==> src/rtl/fadd_arbiter_pkg.sv <==
// Shared types and helpers for the fadd round-robin arbiter and its picker.
package fadd_arb_pkg;

  typedef enum logic {
    IDLE   = 1'b0,
    LOCKED = 1'b1
  } state_t;

  function automatic int id_width(input int n);
    return $clog2(n);
  endfunction

endpackage

==> src/rtl/fadd_arbiter_if.sv <==
// Requester, adder and response buses of the fadd arbiter.
// The master view belongs to the arbiter, the slave view to its surroundings.
interface fadd_arbiter_if #(
  parameter int NUM_REQ  = 4,
  parameter int BIT_SIZE = 32
);

  logic [NUM_REQ-1:0][BIT_SIZE-1:0] req_a;
  logic [NUM_REQ-1:0][BIT_SIZE-1:0] req_b;
  logic [NUM_REQ-1:0]               req_sub;
  logic [NUM_REQ-1:0]               req_tlast;
  logic [NUM_REQ-1:0]               req_valid;
  logic [NUM_REQ-1:0]               req_ready;

  logic [BIT_SIZE-1:0]              add_a;
  logic [BIT_SIZE-1:0]              add_b;
  logic                             add_sub;
  logic                             add_tlast;
  logic                             add_valid;
  logic                             add_ready;

  logic [BIT_SIZE-1:0]              add_res;
  logic                             add_res_tlast;
  logic                             add_res_valid;
  logic                             add_res_ready;

  logic [BIT_SIZE-1:0]              rsp_data;
  logic                             rsp_tlast;
  logic [NUM_REQ-1:0]               rsp_valid;
  logic [NUM_REQ-1:0]               rsp_ready;

  modport master (
    input  req_a, req_b, req_sub, req_tlast, req_valid, add_ready,
    input  add_res, add_res_tlast, add_res_valid, rsp_ready,
    output req_ready, add_a, add_b, add_sub, add_tlast, add_valid,
    output add_res_ready, rsp_data, rsp_tlast, rsp_valid
  );

  modport slave (
    output req_a, req_b, req_sub, req_tlast, req_valid, add_ready,
    output add_res, add_res_tlast, add_res_valid, rsp_ready,
    input  req_ready, add_a, add_b, add_sub, add_tlast, add_valid,
    input  add_res_ready, rsp_data, rsp_tlast, rsp_valid
  );

endinterface

==> src/rtl/fadd_arbiter_rr_pick.sv <==
// Rotate-priority picker: first set bit of valid_i at or after ptr_i, cyclically.
module fadd_rr_pick
  import fadd_arb_pkg::*;
#(
  parameter int NUM_REQ = 4,
  parameter int ID_W    = id_width(NUM_REQ)
) (
  input  logic [NUM_REQ-1:0] valid_i,
  input  logic [ID_W-1:0]    ptr_i,
  output logic [ID_W-1:0]    idx_o,
  output logic               found_o
);

  logic [ID_W-1:0] cand_s;

  // Scan farthest offset first so the nearest valid requester wins last.
  always_comb begin
    idx_o   = ID_W'(0);
    found_o = 1'b0;
    cand_s  = ID_W'(0);
    for (int off = NUM_REQ - 1; off >= 0; off--) begin
      cand_s  = ID_W'((int'(ptr_i) + off) % NUM_REQ);
      idx_o   = valid_i[cand_s] ? cand_s : idx_o;
      found_o = found_o | valid_i[cand_s];
    end
  end

endmodule

==> src/rtl/fadd_arbiter.sv <==
// Round-robin packet arbiter sharing one in-order streaming fadd among NUM_REQ requesters.
// Each issued beat is tagged with its owner in an ID FIFO so results route back to it.
module fadd_arbiter
  import fadd_arb_pkg::*;
#(
  parameter int NUM_REQ      = 4,
  parameter int BIT_SIZE     = 32,
  parameter int MAX_INFLIGHT = 8,
  localparam int ID_W        = id_width(NUM_REQ)
) (
  input  logic            clk,
  input  logic            rst,
  fadd_arbiter_if.master  bus,
  output logic [ID_W-1:0] grant_id,
  output logic            busy,
  output logic            err_orphan
);

  localparam int PTR_W = $clog2(MAX_INFLIGHT);
  localparam int CNT_W = PTR_W + 1;

  state_t            state_q, state_d;
  logic [ID_W-1:0]   grant_q, grant_d;
  logic [ID_W-1:0]   rr_ptr_q, rr_ptr_d;
  logic [PTR_W-1:0]  wr_ptr_q, wr_ptr_d;
  logic [PTR_W-1:0]  rd_ptr_q, rd_ptr_d;
  logic [CNT_W-1:0]  inflight_q, inflight_d;
  logic              err_q, err_d;
  logic [ID_W-1:0]   fifo_q [MAX_INFLIGHT];

  logic [ID_W-1:0]     pick_idx_s;
  logic                pick_found_s;
  logic                can_issue_s;
  logic                fifo_empty_s;
  logic [ID_W-1:0]     head_s;
  logic                issue_s;
  logic                pop_s;
  logic [BIT_SIZE-1:0] op_a_s;
  logic [BIT_SIZE-1:0] op_b_s;

  fadd_rr_pick #(.NUM_REQ(NUM_REQ), .ID_W(ID_W)) u_pick (
    .valid_i (bus.req_valid),
    .ptr_i   (rr_ptr_q),
    .idx_o   (pick_idx_s),
    .found_o (pick_found_s)
  );

  // Issue side: operand mux of the owner, gated by the in-flight budget.
  always_comb begin
    can_issue_s   = (inflight_q < CNT_W'(MAX_INFLIGHT));
    op_a_s        = bus.req_a[grant_q];
    op_b_s        = bus.req_b[grant_q];
    bus.add_a     = op_a_s;
    bus.add_b     = op_b_s;
    bus.add_sub   = bus.req_sub[grant_q];
    bus.add_tlast = bus.req_tlast[grant_q];
    bus.req_ready = {NUM_REQ{1'b0}};
    if (state_q == LOCKED) begin
      bus.add_valid          = bus.req_valid[grant_q] && can_issue_s;
      bus.req_ready[grant_q] = bus.add_ready && can_issue_s;
    end else begin
      bus.add_valid = 1'b0;
    end
    issue_s = bus.add_valid && bus.add_ready;
  end

  // Return side: the FIFO head names the response channel; orphans are sunk.
  always_comb begin
    fifo_empty_s      = (inflight_q == CNT_W'(0));
    head_s            = fifo_q[rd_ptr_q];
    bus.rsp_data      = bus.add_res;
    bus.rsp_tlast     = bus.add_res_tlast;
    bus.rsp_valid     = {NUM_REQ{1'b0}};
    bus.rsp_valid[head_s] = bus.add_res_valid && !fifo_empty_s;
    bus.add_res_ready = fifo_empty_s ? 1'b1 : bus.rsp_ready[head_s];
    pop_s             = bus.add_res_valid && bus.add_res_ready && !fifo_empty_s;
  end

  always_comb begin
    state_d  = state_q;
    grant_d  = grant_q;
    rr_ptr_d = rr_ptr_q;
    case (state_q)
      IDLE: begin
        if (pick_found_s) begin
          grant_d = pick_idx_s;
          state_d = LOCKED;
        end else begin
          state_d = IDLE;
        end
      end
      LOCKED: begin
        if (issue_s && bus.add_tlast) begin
          state_d  = IDLE;
          rr_ptr_d = (grant_q == ID_W'(NUM_REQ - 1)) ? ID_W'(0) : grant_q + ID_W'(1);
        end else begin
          state_d = LOCKED;
        end
      end
      default: state_d = IDLE;
    endcase
  end

  always_comb begin
    wr_ptr_d = issue_s ? wr_ptr_q + PTR_W'(1) : wr_ptr_q;
    rd_ptr_d = pop_s ? rd_ptr_q + PTR_W'(1) : rd_ptr_q;
    err_d    = err_q | (bus.add_res_valid && fifo_empty_s);
    case ({issue_s, pop_s})
      2'b10:   inflight_d = inflight_q + CNT_W'(1);
      2'b01:   inflight_d = inflight_q - CNT_W'(1);
      default: inflight_d = inflight_q;
    endcase
  end

  always_ff @(posedge clk) begin
    if (rst) begin
      state_q    <= IDLE;
      grant_q    <= ID_W'(0);
      rr_ptr_q   <= ID_W'(0);
      wr_ptr_q   <= PTR_W'(0);
      rd_ptr_q   <= PTR_W'(0);
      inflight_q <= CNT_W'(0);
      err_q      <= 1'b0;
      for (int i = 0; i < MAX_INFLIGHT; i++) fifo_q[i] <= ID_W'(0);
    end else begin
      state_q    <= state_d;
      grant_q    <= grant_d;
      rr_ptr_q   <= rr_ptr_d;
      wr_ptr_q   <= wr_ptr_d;
      rd_ptr_q   <= rd_ptr_d;
      inflight_q <= inflight_d;
      err_q      <= err_d;
      if (issue_s) fifo_q[wr_ptr_q] <= grant_q;
    end
  end

  assign grant_id   = grant_q;
  assign busy       = (state_q == LOCKED);
  assign err_orphan = err_q;

endmodule
==> src/flat_wrapper.sv <==
// flat-port wrapper written by rule: the top's interface ports become plain ports
module fadd_arbiter_flat import fadd_arb_pkg::*;
#(
  parameter int NUM_REQ      = 4,
  parameter int BIT_SIZE     = 32,
  parameter int MAX_INFLIGHT = 8,
  localparam int ID_W        = id_width(NUM_REQ)
)
  (clk, rst, grant_id, busy, err_orphan, bus_req_a, bus_req_b, bus_req_sub, bus_req_tlast, bus_req_valid, bus_add_ready, bus_add_res, bus_add_res_tlast, bus_add_res_valid, bus_rsp_ready, bus_req_ready, bus_add_a, bus_add_b, bus_add_sub, bus_add_tlast, bus_add_valid, bus_add_res_ready, bus_rsp_data, bus_rsp_tlast, bus_rsp_valid);
  fadd_arbiter_if #(.NUM_REQ(NUM_REQ), .BIT_SIZE(BIT_SIZE)) bus_i ();
  input  logic clk;
  input  logic rst;
  output logic [ID_W-1:0] grant_id;
  output logic busy;
  output logic err_orphan;
  input wire logic [$bits(bus_i.req_a)-1:0] bus_req_a;
  input wire logic [$bits(bus_i.req_b)-1:0] bus_req_b;
  input wire logic [$bits(bus_i.req_sub)-1:0] bus_req_sub;
  input wire logic [$bits(bus_i.req_tlast)-1:0] bus_req_tlast;
  input wire logic [$bits(bus_i.req_valid)-1:0] bus_req_valid;
  input wire logic [$bits(bus_i.add_ready)-1:0] bus_add_ready;
  input wire logic [$bits(bus_i.add_res)-1:0] bus_add_res;
  input wire logic [$bits(bus_i.add_res_tlast)-1:0] bus_add_res_tlast;
  input wire logic [$bits(bus_i.add_res_valid)-1:0] bus_add_res_valid;
  input wire logic [$bits(bus_i.rsp_ready)-1:0] bus_rsp_ready;
  output wire logic [$bits(bus_i.req_ready)-1:0] bus_req_ready;
  output wire logic [$bits(bus_i.add_a)-1:0] bus_add_a;
  output wire logic [$bits(bus_i.add_b)-1:0] bus_add_b;
  output wire logic [$bits(bus_i.add_sub)-1:0] bus_add_sub;
  output wire logic [$bits(bus_i.add_tlast)-1:0] bus_add_tlast;
  output wire logic [$bits(bus_i.add_valid)-1:0] bus_add_valid;
  output wire logic [$bits(bus_i.add_res_ready)-1:0] bus_add_res_ready;
  output wire logic [$bits(bus_i.rsp_data)-1:0] bus_rsp_data;
  output wire logic [$bits(bus_i.rsp_tlast)-1:0] bus_rsp_tlast;
  output wire logic [$bits(bus_i.rsp_valid)-1:0] bus_rsp_valid;
  assign bus_i.req_a = bus_req_a;
  assign bus_i.req_b = bus_req_b;
  assign bus_i.req_sub = bus_req_sub;
  assign bus_i.req_tlast = bus_req_tlast;
  assign bus_i.req_valid = bus_req_valid;
  assign bus_i.add_ready = bus_add_ready;
  assign bus_i.add_res = bus_add_res;
  assign bus_i.add_res_tlast = bus_add_res_tlast;
  assign bus_i.add_res_valid = bus_add_res_valid;
  assign bus_i.rsp_ready = bus_rsp_ready;
  assign bus_req_ready = bus_i.req_ready;
  assign bus_add_a = bus_i.add_a;
  assign bus_add_b = bus_i.add_b;
  assign bus_add_sub = bus_i.add_sub;
  assign bus_add_tlast = bus_i.add_tlast;
  assign bus_add_valid = bus_i.add_valid;
  assign bus_add_res_ready = bus_i.add_res_ready;
  assign bus_rsp_data = bus_i.rsp_data;
  assign bus_rsp_tlast = bus_i.rsp_tlast;
  assign bus_rsp_valid = bus_i.rsp_valid;
  fadd_arbiter #(.NUM_REQ(NUM_REQ), .BIT_SIZE(BIT_SIZE), .MAX_INFLIGHT(MAX_INFLIGHT)) u_core (.clk(clk), .rst(rst), .bus(bus_i), .grant_id(grant_id), .busy(busy), .err_orphan(err_orphan));
endmodule
==> config.mk <==
export PLATFORM = sky130hd
export DESIGN_NAME = fadd_arbiter_flat
export DESIGN_NICKNAME = d
export VERILOG_FILES = /design/src/rtl/fadd_arbiter_pkg.sv /design/src/rtl/fadd_arbiter_if.sv /design/src/rtl/fadd_arbiter_rr_pick.sv /design/src/rtl/fadd_arbiter.sv /design/src/flat_wrapper.sv
export SDC_FILE = /design/constraint.sdc
export NUM_CORES = 1
export LEC_CHECK = 0
export ABC_AREA = 1
export CAP_MARGIN = 20
export CELL_PAD_IN_SITES_DETAIL_PLACEMENT = 0
export CELL_PAD_IN_SITES_GLOBAL_PLACEMENT = 2
export CORE_MARGIN = 10
export CORE_UTILIZATION = 13
export DETAILED_ROUTE_END_ITERATION = 8
export GPL_ROUTABILITY_DRIVEN = 0
export PLACE_DENSITY_LB_ADDON = 0.25
export SETUP_SLACK_MARGIN = 0.5
export SLEW_MARGIN = 20
export SYNTH_ARGS = -nofsm -noshare
export SYNTH_HDL_FRONTEND = slang
export SYNTH_SLANG_ARGS = --single-unit
==> constraint.sdc <==
create_clock -name clk -period 3.58 [get_ports clk]
set_input_delay 0.716 -clock clk [delete_from_list [all_inputs] [get_ports clk]]
set_output_delay 0.716 -clock clk [all_outputs]
set_load 0.01 [all_outputs]
Word-level counts from Yosys, hierarchy flattened
Memory sizes are Yosys's and may differ from the RTL's. A register that Yosys moved wholly into a read port is not among the register bits. Cells that the tools add are included.

Muxes and demuxes: 46. Magnitude comparators: 9. Eq/ne operators: 3. Reductions and logical operators: 16. Bitwise gates (word level): 7. Add/subtract/negate cells: 8.

Operator list (count): binary-select mux 32 bit (select 2 bit) (2); 2-to-1 mux 32 bit (2); 2-to-1 mux 1 bit (20); < comparator 2 x 3 -> 1 bit, second input constant (6); binary-select mux 1 bit (select 2 bit) (8); 2-to-1 mux 2 bit (6); logical AND 1 bit (10); 2-to-1 mux 3 bit (3); AND 4 bit (2); one-hot mux 4 bit (2 select lines) (1); adder 3 x 1 -> 3 bit, second input constant (2); adder 2 x 1 -> 2 bit, second input constant (2); adder 2 bit, second input constant (2); adder 4 x 1 -> 4 bit, second input constant (1); demux 1 bit (select 2 bit) (2); == test 2 bit, second input constant (2); greater-or-equal comparator 2 x 1 -> 1 bit, second input constant (2); zero test 4 bit (1); < comparator 4 bit, second input constant (1); 2-to-1 mux 4 bit (1); OR 1 bit (4); AND reduction 2 bit (2); subtractor 4 x 1 -> 4 bit, second input constant (1); == test 2 x 1 -> 1 bit, second input constant (1); 5 further kinds (5).

Logic and storage cells: 97. Input bits: 309. Output and inout port bits: 113. Memories kept: 1. Register bits: 16. RAM bits: 16.

Memories: u_core.fifo_q (depth 8, bits a word 2, read ports 1, clocked after memory_dff 1, wr ports 8, RTL line fadd_arbiter.sv:29) `logic [ID_W-1:0] fifo_q [MAX_INFLIGHT];`.

Logic depth before layout (Yosys ltp)
Word-level depth: 10. Depth in mapped cells: 20. Gate-level depth less buffers: 19.

Cells and area by module
Synthesis repeated with hierarchy kept, for this count alone.

Cells, all modules: 691. Area, all modules: 4106.4 um^2.

By module, submodules not included: fadd_arbiter (area each 3893.7 um^2, seq. area each 860.8 um^2, cells each 645, times used 1); fadd_rr_pick (area each 212.7 um^2, seq. area each 0.0 um^2, cells each 46, times used 1).

Worst setup path after synthesis
OpenSTA, ideal clock, no wires.

Path kind: input to register. Start: in bus_req_valid[3]. End: reg u_core.inflight_q[3]. Arrival: 2.453 ns. Slack: 1.057 ns. Buffers on the path: 0. Stages on the path: 13. Data required time: 3.509 ns. Cell sequence: inv_1 -> nand2_1 -> o211ai_1 -> a21oi_2 -> nand2_4 -> ha_1 -> ha_1 -> nand2_1 -> nor2_1 -> a211oi_1 -> xor2_1 -> nand2_1 -> a21oi_1.

Longest elaborated chain between the ends: 7.

RTL lines: start, declared (RTL line flat_wrapper.sv:20) `input wire logic [$bits(bus_i.req_valid)-1:0] bus_req_valid;`; binary-select mux 1 bit (select 2 bit) * (RTL line fadd_arbiter.sv:59) `bus.add_valid = bus.req_valid[grant_q] && can_issue_s;`; 2-to-1 mux 1 bit (not written as such) * (RTL line fadd_arbiter.sv:59); logical AND 1 bit * (RTL line fadd_arbiter.sv:59); 2-to-1 mux 1 bit * (RTL line fadd_arbiter.sv:58) `if (state_q == LOCKED) begin`; net bus_add_valid (RTL line flat_wrapper.sv:31) `output wire logic [$bits(bus_i.add_valid)-1:0] bus_add_valid;`; logical AND 1 bit * (RTL line fadd_arbiter.sv:64) `issue_s = bus.add_valid && bus.add_ready;`; == test 2 x 1 -> 1 bit or == test 2 bit (tied branches) (RTL line fadd_arbiter.sv:108) `case ({issue_s, pop_s})`; one-hot mux 4 bit (2 select lines) or nonzero test 2 bit (tied branches); end signal, assigned (RTL line fadd_arbiter.sv:131) `inflight_q <= inflight_d;`; end, declared (RTL line fadd_arbiter.sv:27) `logic [CNT_W-1:0] inflight_q, inflight_d;`.

The timed path passes the listed nets; every way through them passes the cells marked *. The select of a mux whose other input is x is not followed. A chain may end at the register's enable or synchronous reset.

Worst setup path in the final report
Start: in bus_req_tlast[2]. End: out bus_add_tlast.

Longest elaborated chain between the ends: 2.

RTL lines: start, declared (RTL line flat_wrapper.sv:19) `input wire logic [$bits(bus_i.req_tlast)-1:0] bus_req_tlast;`; binary-select mux 1 bit (select 2 bit) (RTL line fadd_arbiter.sv:56) `bus.add_tlast = bus.req_tlast[grant_q];`; 2-to-1 mux 1 bit (not written as such) (RTL line fadd_arbiter.sv:56); end, declared (RTL line flat_wrapper.sv:30) `output wire logic [$bits(bus_i.add_tlast)-1:0] bus_add_tlast;`.

No other way between the ends. The select of a mux whose other input is x is not followed.

==> results.cfg <==
[detailed_routing]
vias_per_cell = 4.16
routed_wl_um = 30900
drtAntennaViolNets = 0
firstDrtPassIters = 6
drc = 0
detail_route.wl_per_cell_um = 22.4
vias = 5732
drt_iter0_drc = 238

[power]
power.density_nw_per_um2 = 316
irDropWorstVdd_mv = 0.223
power_leakage_nw = 3.03

[status]
outcome = finished clean

[setup_path]
cp.required_ns = 2.86
cp_max_fo = 2
endpoint_kind = primary output
regToRegSetupSlack_ns = 0.78
cp-startpoint = bus_req_tlast[2]
critPathLaunchType = input port
r2r_start = u_core.inflight_q[1]
reg2regPathDepth = 14
r2r_end = u_core.inflight_q[3]
endpoint = bus_add_tlast
worstSetupPathType = in -> out
cp.arrival_ns = 2.26

[yosys]
syn_nets = 997
yosysMostFrequentCell = nor2_1
synth_area_leaders = o21ai_0 (17%), nor2_1 (15%), edfxtp_1 (12%), o22ai_1 (10%), dfxtp_1 (9.3%)
synth.distinct_cells = 35
synth_edf_count = 16
synth_common_cells = nor2_1 (164), o21ai_0 (142), o22ai_1 (66)
ys_ff_latch = 35
yosysTopAreaCell = o21ai_0
netlist_instances = 678
yosysSeqAreaShare_pct = 21.1
synth_area_per_cell_sq_um = 6.02
yosys_warnings = 0
async_reset_ff_share_pct = 0
yosysTopAreaCellShare_pct = 17.4
ys.flop_type = dfxtp_1
syn-cell-area_sq_um = 4080

[sta]
fin_skew_ns = 0.00372
fmax_mhz = 336
tightest_slew_ns = 0.557
finalHoldViolations = 0
period_share_pct = 83.0
setup_slack_ns = 0.608
slew_viol_final = 0
period_needed_ns = 2.97
slew_headroom_pct = 62.5
rsz0062_at_grt = false
final.setup.tns_ns = 0
setup_viol = 0

[die]
die_y_um = 197
ios = 422
die_width_um = 197
die_area_sq_um = 38900
core_sq_um = 30700
row_count = 64
start_util_pct = 13.3

[min_path]
hp-class = reg -> reg

[clocking]
cts_sinks = 35
ctsHoldBuffers = 0
htree_num_levels = 2
insertion_delay_ns = 0.27
tritoncts = done
cts_buffers = 5
cts_buffer_depth = 2
root_buffer = clkbuf_16
clk_pin_slew_ns = 0.06

[global_routing]
antenna_found_initial = 9
grt_pass1_vias = 6000
grt_max_degree = 139
grt_pass1_wl_um = 41900
groute.usage.overall_pct = 14.6
grt_overflow = 0

[finish]
area_growth_pct = 97.5
nets = 1294
fin_cells = 1378
drive_above_1_share_pct = 5.84
n_fill_cell = 3492
fin_util_pct = 26.2
final_area_sq_um = 8070

[placed_design]
pre_cts_ws_ns = 0.405
hpwl_um = 25300
dpl-instance-area_sq_um = 7840
place_inst = 1362
port_buffers = 355

[run]
cap_violations = 0
-- logic make-up after synthesis --
family / count (synthesis) / share of synthesized area (%)
compound gates: 226 / 30.1
buf+inv: 121 / 15.0
simple gates: 281 / 29.5
xor+xnor: 5 / 1.07
flops: 35 / 21.1
fa+ha+maj: 10 / 3.25
-- flip-flops by register name (all words and copies together) (netlist names), named ones only --
name and flops:
u_core.busy 1, u_core.err_orphan 1, u_core.fifo_q 16, u_core.grant_id 2, u_core.inflight_q 4, u_core.rd_ptr_q 3, u_core.rr_ptr_q 2, u_core.wr_ptr_q 3
-- worst max-delay path, stage by stage --
cell,delay [ns]
clkdlybuf4s50_1,0.45
o21ai_0,0.09
o22ai_2,0.22
buf_4,0.17
clkdlybuf4s50_1,0.61
-- per-layer routing --
metal / routed length (um) / share of wire, % / GRT usage, % / vias to the layer above
met5: 41 / 0.13 / 0 / -
met4: 265 / 0.86 / 2.88 / 6
met3: 3590 / 12 / 7.94 / 18
met2: 15800 / 51 / 26.8 / 241
met1: 11200 / 36 / 14.3 / 2590
li1: - / - / - / 2877
-- report_power, final --
part	internal [W]	switching (W)
sequential	0.000453	0.0000446
clock	0.000276	0.000169
combinational	0.000815	0.000793
total	0.00154	0.00101
-- metrics by stage --
stage / power [W] / hold slack, ns
CTS: 0.00256 / 0.449
global placement: 0.00213 / 0.439
finish: 0.00255 / 0.445
floorplan: 0.00121 / 0.465
detailed placement: 0.00211 / 0.440
global route: 0.00275 / 0.474
-- what timing repair did --
action	CTS	global route
endpoints found under the setup margin	42	46
cloned	0	1
gates resized for setup	3	5
buffers inserted	0	1
-- worst min-delay path by stage --
stage / slack [ns] / endpoint / cells past startpoint / start
after floorplan: 0.46 / flip-flop / 2 / u_core.rd_ptr_q[2]
after global placement: 0.44 / u_core.err_orphan / 2 / u_core.err_orphan
after detailed placement: 0.44 / u_core.err_orphan / 2 / u_core.err_orphan
after CTS: 0.45 / u_core.err_orphan / 2 / u_core.err_orphan
after global routing: 0.47 / u_core.err_orphan / 2 / u_core.err_orphan
final: 0.44 / u_core.err_orphan / 2 / u_core.err_orphan
-- layout make-up --
cell class                      instances  area (sq um)  area share [%]
Multi-Input combinational cell        522          2620            32.4
Inverter                               38           163            2.02
Sequential cell                        35           870            10.8
Antenna cell                            6          15.0           0.186
Tap cell                              396           495            6.14
Timing Repair Buffer                  373          3760            46.6
Clock buffer                            7           143            1.77
Clock inverter                          1          5.00          0.0621
-- cell usage in the layout (no fill, tap or decap), types with 2 or more instances in the layout --
master,n
nand3_1,21
buf_6,2
inv_8,2
inv_4,2
nor3_1,7
ha_1,9
o21ai_1,2
clkbuf_16,6
nor2_1,164
xnor2_1,3
inv_1,33
nand3_2,6
dfxtp_1,16
nor2_2,3
o21ai_0,142
diode_2,6
clkdlybuf4s50_1,355
buf_4,12
nand2_4,4
nand2_2,6
a21oi_1,12
o22ai_1,65
nor2_4,2
edfxtp_1,16
dfxtp_4,2
buf_12,2
xor2_1,2
nand2_1,65
No activity file was read; power rests on OpenSTA's default activity.
